<file path="config.mk">
export PLATFORM = sky130hd
export DESIGN_NAME = keypad_fifo_b3
export DESIGN_NICKNAME = d
export VERILOG_FILES = /design/src/rtl/keypad_fifo_b3.sv
export SDC_FILE = /design/constraint.sdc
export NUM_CORES = 1
export LEC_CHECK = 0
export CORE_MARGIN = 2
export CORE_UTILIZATION = 43
export DETAILED_ROUTE_END_ITERATION = 10
export HOLD_SLACK_MARGIN = 0.08
export SLEW_MARGIN = 20
export SYNTH_ARGS = -nofsm -noshare
export SYNTH_HDL_FRONTEND = slang
export SYNTH_SLANG_ARGS = --single-unit
</file>
<file path="constraint.sdc">
create_clock -name clk -period 9.4 [get_ports clk]
set_input_delay 1.41 -clock clk [delete_from_list [all_inputs] [get_ports clk]]
set_output_delay 1.41 -clock clk [all_outputs]
set_load 0.005 [all_outputs]
</file>
<file path="src/rtl/keypad_fifo_b3.sv">
// rtl/keypad_fifo_b3.sv - 4x4 keypad scanner, debounce FSM and keycode FIFO with register port
// Define KEYPAD_AUTOREPEAT_EN to add held-key autorepeat (32 scans, then every 8 scans).
module keypad_fifo_b3 #(
    parameter int SCAN_DIV   = 100000,
    parameter int DEB_SCANS  = 4,
    parameter int FIFO_DEPTH = 8
) (
    input  logic       clk,
    input  logic       reset,
    input  logic       addr,
    input  logic       re,
    input  logic       we,
    input  logic [7:0] data_in,
    output logic [7:0] data_out,
    input  logic [3:0] row,
    output logic [3:0] col,
    output logic       irq
);

    localparam int DIV_W = (SCAN_DIV > 1) ? $clog2(SCAN_DIV) : 1;
    localparam logic [DIV_W-1:0] DIV_LAST = DIV_W'(SCAN_DIV - 1);
    localparam int DEB_W = $clog2(DEB_SCANS + 1);
    localparam logic [DEB_W-1:0] DEB_MAX = DEB_W'(DEB_SCANS);
    localparam bit DEB_ONE = (DEB_SCANS <= 1);
    localparam int AW = $clog2(FIFO_DEPTH);
    localparam int CW = AW + 1;
    localparam logic [CW-1:0] FULL_CNT = CW'(FIFO_DEPTH);

    localparam logic [1:0] S_IDLE = 2'd0;
    localparam logic [1:0] S_DEB  = 2'd1;
    localparam logic [1:0] S_HELD = 2'd2;
    localparam logic [1:0] S_REL  = 2'd3;

    logic [DIV_W-1:0] div_q, div_d;
    logic [1:0]       col_idx_q, col_idx_d;
    logic [1:0]       low_cnt_q, low_cnt_d;
    logic [3:0]       key_acc_q, key_acc_d;
    logic [1:0]       state_q, state_d;
    logic [3:0]       cand_q, cand_d;
    logic [DEB_W-1:0] deb_q, deb_d, deb_inc;
    logic [AW-1:0]    wr_ptr_q, wr_ptr_d, rd_ptr_q, rd_ptr_d;
    logic [CW-1:0]    count_q, count_d;
    logic             ovf_q, ovf_d;
    logic [7:0]       mem_q [FIFO_DEPTH];
`ifdef KEYPAD_AUTOREPEAT_EN
    logic [5:0]       rep_q, rep_d;
`endif

    logic       scan_done, scan_hit, sample;
    logic [3:0] scan_key, key_new, row_low, push_key;
    logic [2:0] n_low, sum;
    logic [1:0] row_idx;
    logic       push, pop, full, push_ok, ovf_set, ovf_clr;
    logic [4:0] cnt5;
    logic [3:0] cnt_sat;
    logic [7:0] status;
    logic       unused_ok;

    assign unused_ok = ^{data_in[7:3], data_in[1:0]};
    assign col       = ~(4'b0001 << col_idx_q);
    assign irq       = (count_q != '0);

    // Low bits are accumulated across the four columns; the count saturates at 2 (meaning "many").
    always_comb begin
        div_d     = div_q + 1'b1;
        col_idx_d = col_idx_q;
        low_cnt_d = low_cnt_q;
        key_acc_d = key_acc_q;
        row_low   = ~row;
        n_low     = {2'b00, row_low[0]} + {2'b00, row_low[1]} + {2'b00, row_low[2]} + {2'b00, row_low[3]};
        row_idx   = row_low[0] ? 2'd0 : row_low[1] ? 2'd1 : row_low[2] ? 2'd2 : 2'd3;
        sum       = {1'b0, low_cnt_q} + n_low;
        key_new   = (n_low == 3'd1) ? {row_idx, col_idx_q} : key_acc_q;
        sample    = (div_q == DIV_LAST);
        scan_done = 1'b0;
        scan_hit  = 1'b0;
        scan_key  = key_new;
        if (sample) begin
            div_d     = '0;
            col_idx_d = col_idx_q + 2'd1;
            if (col_idx_q == 2'd3) begin
                scan_done = 1'b1;
                scan_hit  = (sum == 3'd1);
                low_cnt_d = '0;
                key_acc_d = '0;
            end else begin
                low_cnt_d = (sum > 3'd2) ? 2'd2 : sum[1:0];
                key_acc_d = key_new;
            end
        end
    end

    assign deb_inc = deb_q + 1'b1;

    always_comb begin
        state_d  = state_q;
        cand_d   = cand_q;
        deb_d    = deb_q;
        push     = 1'b0;
        push_key = cand_q;
`ifdef KEYPAD_AUTOREPEAT_EN
        rep_d    = rep_q;
`endif
        if (scan_done) begin
            case (state_q)
                S_IDLE: begin
                    if (scan_hit) begin
                        cand_d   = scan_key;
                        push_key = scan_key;
                        deb_d    = DEB_W'(1);
`ifdef KEYPAD_AUTOREPEAT_EN
                        rep_d    = '0;
`endif
                        if (DEB_ONE) begin
                            state_d = S_HELD;
                            push    = 1'b1;
                        end else begin
                            state_d = S_DEB;
                        end
                    end
                end
                S_DEB: begin
                    if (scan_hit && scan_key == cand_q) begin
                        deb_d = deb_inc;
                        if (deb_inc >= DEB_MAX) begin
                            state_d = S_HELD;
                            push    = 1'b1;
`ifdef KEYPAD_AUTOREPEAT_EN
                            rep_d   = '0;
`endif
                        end
                    end else begin
                        state_d = S_IDLE;
                    end
                end
                S_HELD: begin
                    if (scan_hit && scan_key == cand_q) begin
`ifdef KEYPAD_AUTOREPEAT_EN
                        // Reloading 24 after the first repeat gives the 8-scan cadence.
                        rep_d = rep_q + 6'd1;
                        if (rep_d == 6'd32) begin
                            push  = 1'b1;
                            rep_d = 6'd24;
                        end
`endif
                    end else begin
                        deb_d   = scan_hit ? '0 : DEB_W'(1);
                        state_d = (!scan_hit && DEB_ONE) ? S_IDLE : S_REL;
                    end
                end
                default: begin
                    if (scan_hit) begin
                        state_d = S_HELD;
`ifdef KEYPAD_AUTOREPEAT_EN
                        rep_d   = '0;
`endif
                    end else begin
                        deb_d = deb_inc;
                        if (deb_inc >= DEB_MAX) state_d = S_IDLE;
                    end
                end
            endcase
        end
    end

    always_comb begin
        pop      = re && !addr && (count_q != '0);
        full     = (count_q == FULL_CNT);
        push_ok  = push && (!full || pop);
        ovf_set  = push && full && !pop;
        ovf_clr  = we && addr && data_in[2];
        ovf_d    = (ovf_q && !ovf_clr) || ovf_set;
        wr_ptr_d = push_ok ? wr_ptr_q + 1'b1 : wr_ptr_q;
        rd_ptr_d = pop ? rd_ptr_q + 1'b1 : rd_ptr_q;
        count_d  = count_q;
        if (push_ok && !pop) count_d = count_q + 1'b1;
        else if (!push_ok && pop) count_d = count_q - 1'b1;
    end

    always_comb begin
        cnt5     = 5'(count_q);
        cnt_sat  = (cnt5 > 5'd15) ? 4'hF : cnt5[3:0];
        status   = {cnt_sat, 1'b0, ovf_q, full, count_q != '0};
        data_out = 8'h00;
        if (re) data_out = addr ? status : ((count_q != '0) ? mem_q[rd_ptr_q] : 8'h00);
    end

    always_ff @(posedge clk) begin
        if (reset) begin
            div_q     <= '0;
            col_idx_q <= '0;
            low_cnt_q <= '0;
            key_acc_q <= '0;
            state_q   <= S_IDLE;
            cand_q    <= '0;
            deb_q     <= '0;
            wr_ptr_q  <= '0;
            rd_ptr_q  <= '0;
            count_q   <= '0;
            ovf_q     <= 1'b0;
`ifdef KEYPAD_AUTOREPEAT_EN
            rep_q     <= '0;
`endif
        end else begin
            div_q     <= div_d;
            col_idx_q <= col_idx_d;
            low_cnt_q <= low_cnt_d;
            key_acc_q <= key_acc_d;
            state_q   <= state_d;
            cand_q    <= cand_d;
            deb_q     <= deb_d;
            wr_ptr_q  <= wr_ptr_d;
            rd_ptr_q  <= rd_ptr_d;
            count_q   <= count_d;
            ovf_q     <= ovf_d;
`ifdef KEYPAD_AUTOREPEAT_EN
            rep_q     <= rep_d;
`endif
        end
    end

    always_ff @(posedge clk) begin
        if (!reset && push_ok) mem_q[wr_ptr_q] <= {4'b0000, push_key};
    end

endmodule

</file>
==> flow_metrics.py <==
metrics = {
    "timing": {
        "finalSetupViolCount": 0,
        "setup_ws_ns": 3.19,
        "final_hold_viol_count": 0,
        "min_period_over_period": 0.661,
        "worstMarginPinSlew_ns": 1.03,
        "finalClockSkew_ns": 0.0107,
        "fin_tns_setup_ns": 0,
        "fmax_mhz": 161,
        "slew_headroom": 0.308,
        "period_needed_ns": 6.21,
        "rsz0062_at_grt": "no",
        "slew_viol_final": 0,
    },
    "clock_tree": {
        "cts_hold_buffers": 0,
        "numCtsBuffers": 9,
        "postCtsSetupBuffers": 0,
        "cts.path.max_buffers": 2,
        "insertion_delay_ns": 0.35,
        "cts-resized-gates": 0,
        "tritoncts": "yes",
        "clkSinkCount": 80,
        "clockRootBuffer": "clkbuf_8",
        "clkTransAtPathRegs_ns": 0.08,
        "htreeDepth": 3,
    },
    "routing": {
        "wirelength_um": 7680,
        "vias_per_cell": 5.36,
        "vias": 2824,
        "routedWlPerCell_um": 14.6,
        "firstDrtPassIters": 4,
        "drc": 0,
        "drt_iter0_drc": 93,
        "ant_nets": 0,
    },
    "critical_path": {
        "cp_slowest_cell": "clkdlybuf4s50_1",
        "crit_path_frequent_cell": "ha_1",
        "path_class": "primary input to register",
        "startpoint": "row[0]",
        "critPathCapture": "cnt_sat[3]",
        "arrival_ns": 6.49,
        "critical_path_required_ns": 9.68,
        "cp-end-kind": "register",
        "r2r-end": "cnt_sat[3]",
        "rr_worst_depth": 14,
        "ff2ff_setup_slack_ns": 5.75,
        "cp_max_fo": 9,
        "slowest_delay_ns": 0.58,
        "crit_chain": "clkdlybuf4s50_1 > inv_1 > fa_1 > ha_1 > ha_1 > nor3b_2 > mux2i_1 > a2bb2oi_1 > nor4b_4 > nand3_2 > inv_1 > ha_1 > inv_1 > ha_1 > a21o_1 > a21oi_1 > xnor2_1 > or3_1 > a21oi_1",
        "rr_startpoint": "div_q[6]",
        "start_kind": "primary input",
    },
    "global_routing": {
        "grt-ovfl-total": 0,
        "grt_pass1_vias": 2736,
        "antenna_found_initial": 0,
        "grtUsageTotal": 0.165,
        "grt_pass1_wl_um": 13100,
        "grt_max_degree": 40,
    },
    "final_layout": {
        "syn_to_final_growth_pct": 13.5,
        "fillers": 852,
        "mostFrequentLayoutCell": "nor2_1",
        "final_cell_mix": "nor2_1, dfxtp_1, edfxtp_1, nand2_1, clkdlybuf4s50_1",
        "nets": 446,
        "final_layout_size_suffix_gt1_frac": 0.0841,
        "stdcell_count": 527,
        "antennaDiodeCount": 0,
    },
    "synth": {
        "ys_warn_count": 0,
        "ys_seq_area_frac": 0.476,
        "synth_ff_type": "dfxtp_1",
        "avgSynthCellArea_um2": 10.3,
        "synth-seq-cells": 80,
        "synth.distinct_cells": 54,
        "synth.net_count": 427,
        "async_reset_ff_frac": 0,
        "synth_edf_count": 32,
        "synth_area_um2": 4040,
        "synth_cells": 392,
    },
    "power": {
        "power_density_nw_per_um2": 164,
        "p_leak_nw": 1.61,
        "irDropWorstVdd_mv": 0.0839,
        "p_total_mw": 0.750,
    },
    "job": {
        "maxCapViolations": 0,
    },
    "place": {
        "hpwl_um": 5450,
        "place_ws_ns": 2.86,
        "dp_cells": 511,
        "port_buffers": 22,
        "gp_congestion": 0.759,
    },
    "die": {
        "die_y_um": 101,
        "core-area_um2": 9200,
        "io_pins": 30,
        "start_util": 0.439,
        "dieWidth_um": 101,
        "dieArea_um2": 10200,
        "num_rows": 35,
    },
    "worst_hold_path": {
        "hold_path_class": "register to register",
    },
    "run_status": {
        "status": "completed",
    },
}
## worst max-delay path: cells and delay by family
kind / cells / cell delay [ns]
xor gates and xnor gates: 1 / 0.09
adders and majority gates: 5 / 1.48
buffers and inverters: 4 / 0.87
AOI/OAI and AO/OA: 4 / 0.74
muxes: 1 / 0.29
and+or+nand+nor: 4 / 1.61
## per-layer routing
layer / share of wire / GRT usage
met5: 0 / 0
met4: 0.0086 / 0.0644
met3: 0.034 / 0.0381
met2: 0.46 / 0.258
met1: 0.50 / 0.222
## cell families (layout without fill, tap and decap cells)
kind of cell / Yosys count / in the layout / synth area share
adder cells (fa/ha/maj): 18 / 18 / 0.0613
XOR/XNOR: 22 / 22 / 0.0477
AO/OA/AOI/OAI: 54 / 54 / 0.0846
flip-flops: 80 / 80 / 0.476
multiplexers: 20 / 20 / 0.0753
AND/OR/NAND/NOR: 163 / 163 / 0.221
buffers and inverters: 35 / 59 / 0.0344
## final cells by class
class                      instances  area (um2)  share of cell area
inverter                          20        75.1              0.0164
multi-input combinational        277        1980               0.432
timing repair buffer              23         228              0.0497
clock inverter                     6         115              0.0251
tap                              111         139              0.0303
sequential                        80        1920               0.419
clock buffer                      10         128              0.0278
## power breakdown
part,switching (mW),internal (mW)
Sequential,0.00380,0.360
Clock,0.129,0.179
Combinational,0.0419,0.0365
Total,0.175,0.575
## through the flow
stage                     instance area [um2]  hold slack [ns]   util
final                                    4590            0.461  0.499
after global routing                     4590            0.514  0.499
after CTS                                4590            0.463  0.499
after detailed placement                 4340            0.451  0.472
after global placement                   4340            0.443  0.472
after floorplan                          4040            0.430      -
## registers in the layout, summed over array words and instances (netlist names), named ones only
name       cells
mem_q         32
div_q         17
cand_q         4
cnt_sat        4
key_acc_q      4
deb_q          3
rd_ptr_q       3
wr_ptr_q       3
col_idx_q      2
low_cnt_q      2
state_q        2
ovf_q          1
## cells in the mapped netlist, types with 4 or more instances
cell       n  area (um2)
nor2_1    52         195
dfxtp_1   48         961
edfxtp_1  32         961
nand2_1   25        93.8
a21oi_1   21         105
inv_1     20        75.1
ha_1      15         188
nand3_1   15        75.1
clkbuf_1  13        48.8
o21ai_0   13        65.1
xor2_1    13         114
nand2b_1  10        62.6
mux2i_1    9        90.1
nor2b_1    9        56.3
nor3_1     9        45.0
xnor2_1    9        78.8
and3_1     8        50.1
mux4_2     8         180
nand4_1    5        31.3
a211oi_1   4        30.0
nor4b_1    4        35.0
or3_1      4        25.0
## worst min path at each step
stage | cells past startpoint | to | startpoint
after floorplan | 1 | div_q[0] | div_q[0]
after global placement | 2 | ovf_q | ovf_q
after detailed placement | 1 | div_q[0] | div_q[0]
after CTS | 2 | ovf_q | ovf_q
after global routing | 2 | ovf_q | ovf_q
final | 2 | ovf_q | ovf_q
Note: power is estimated with default switching activity, not from simulation.
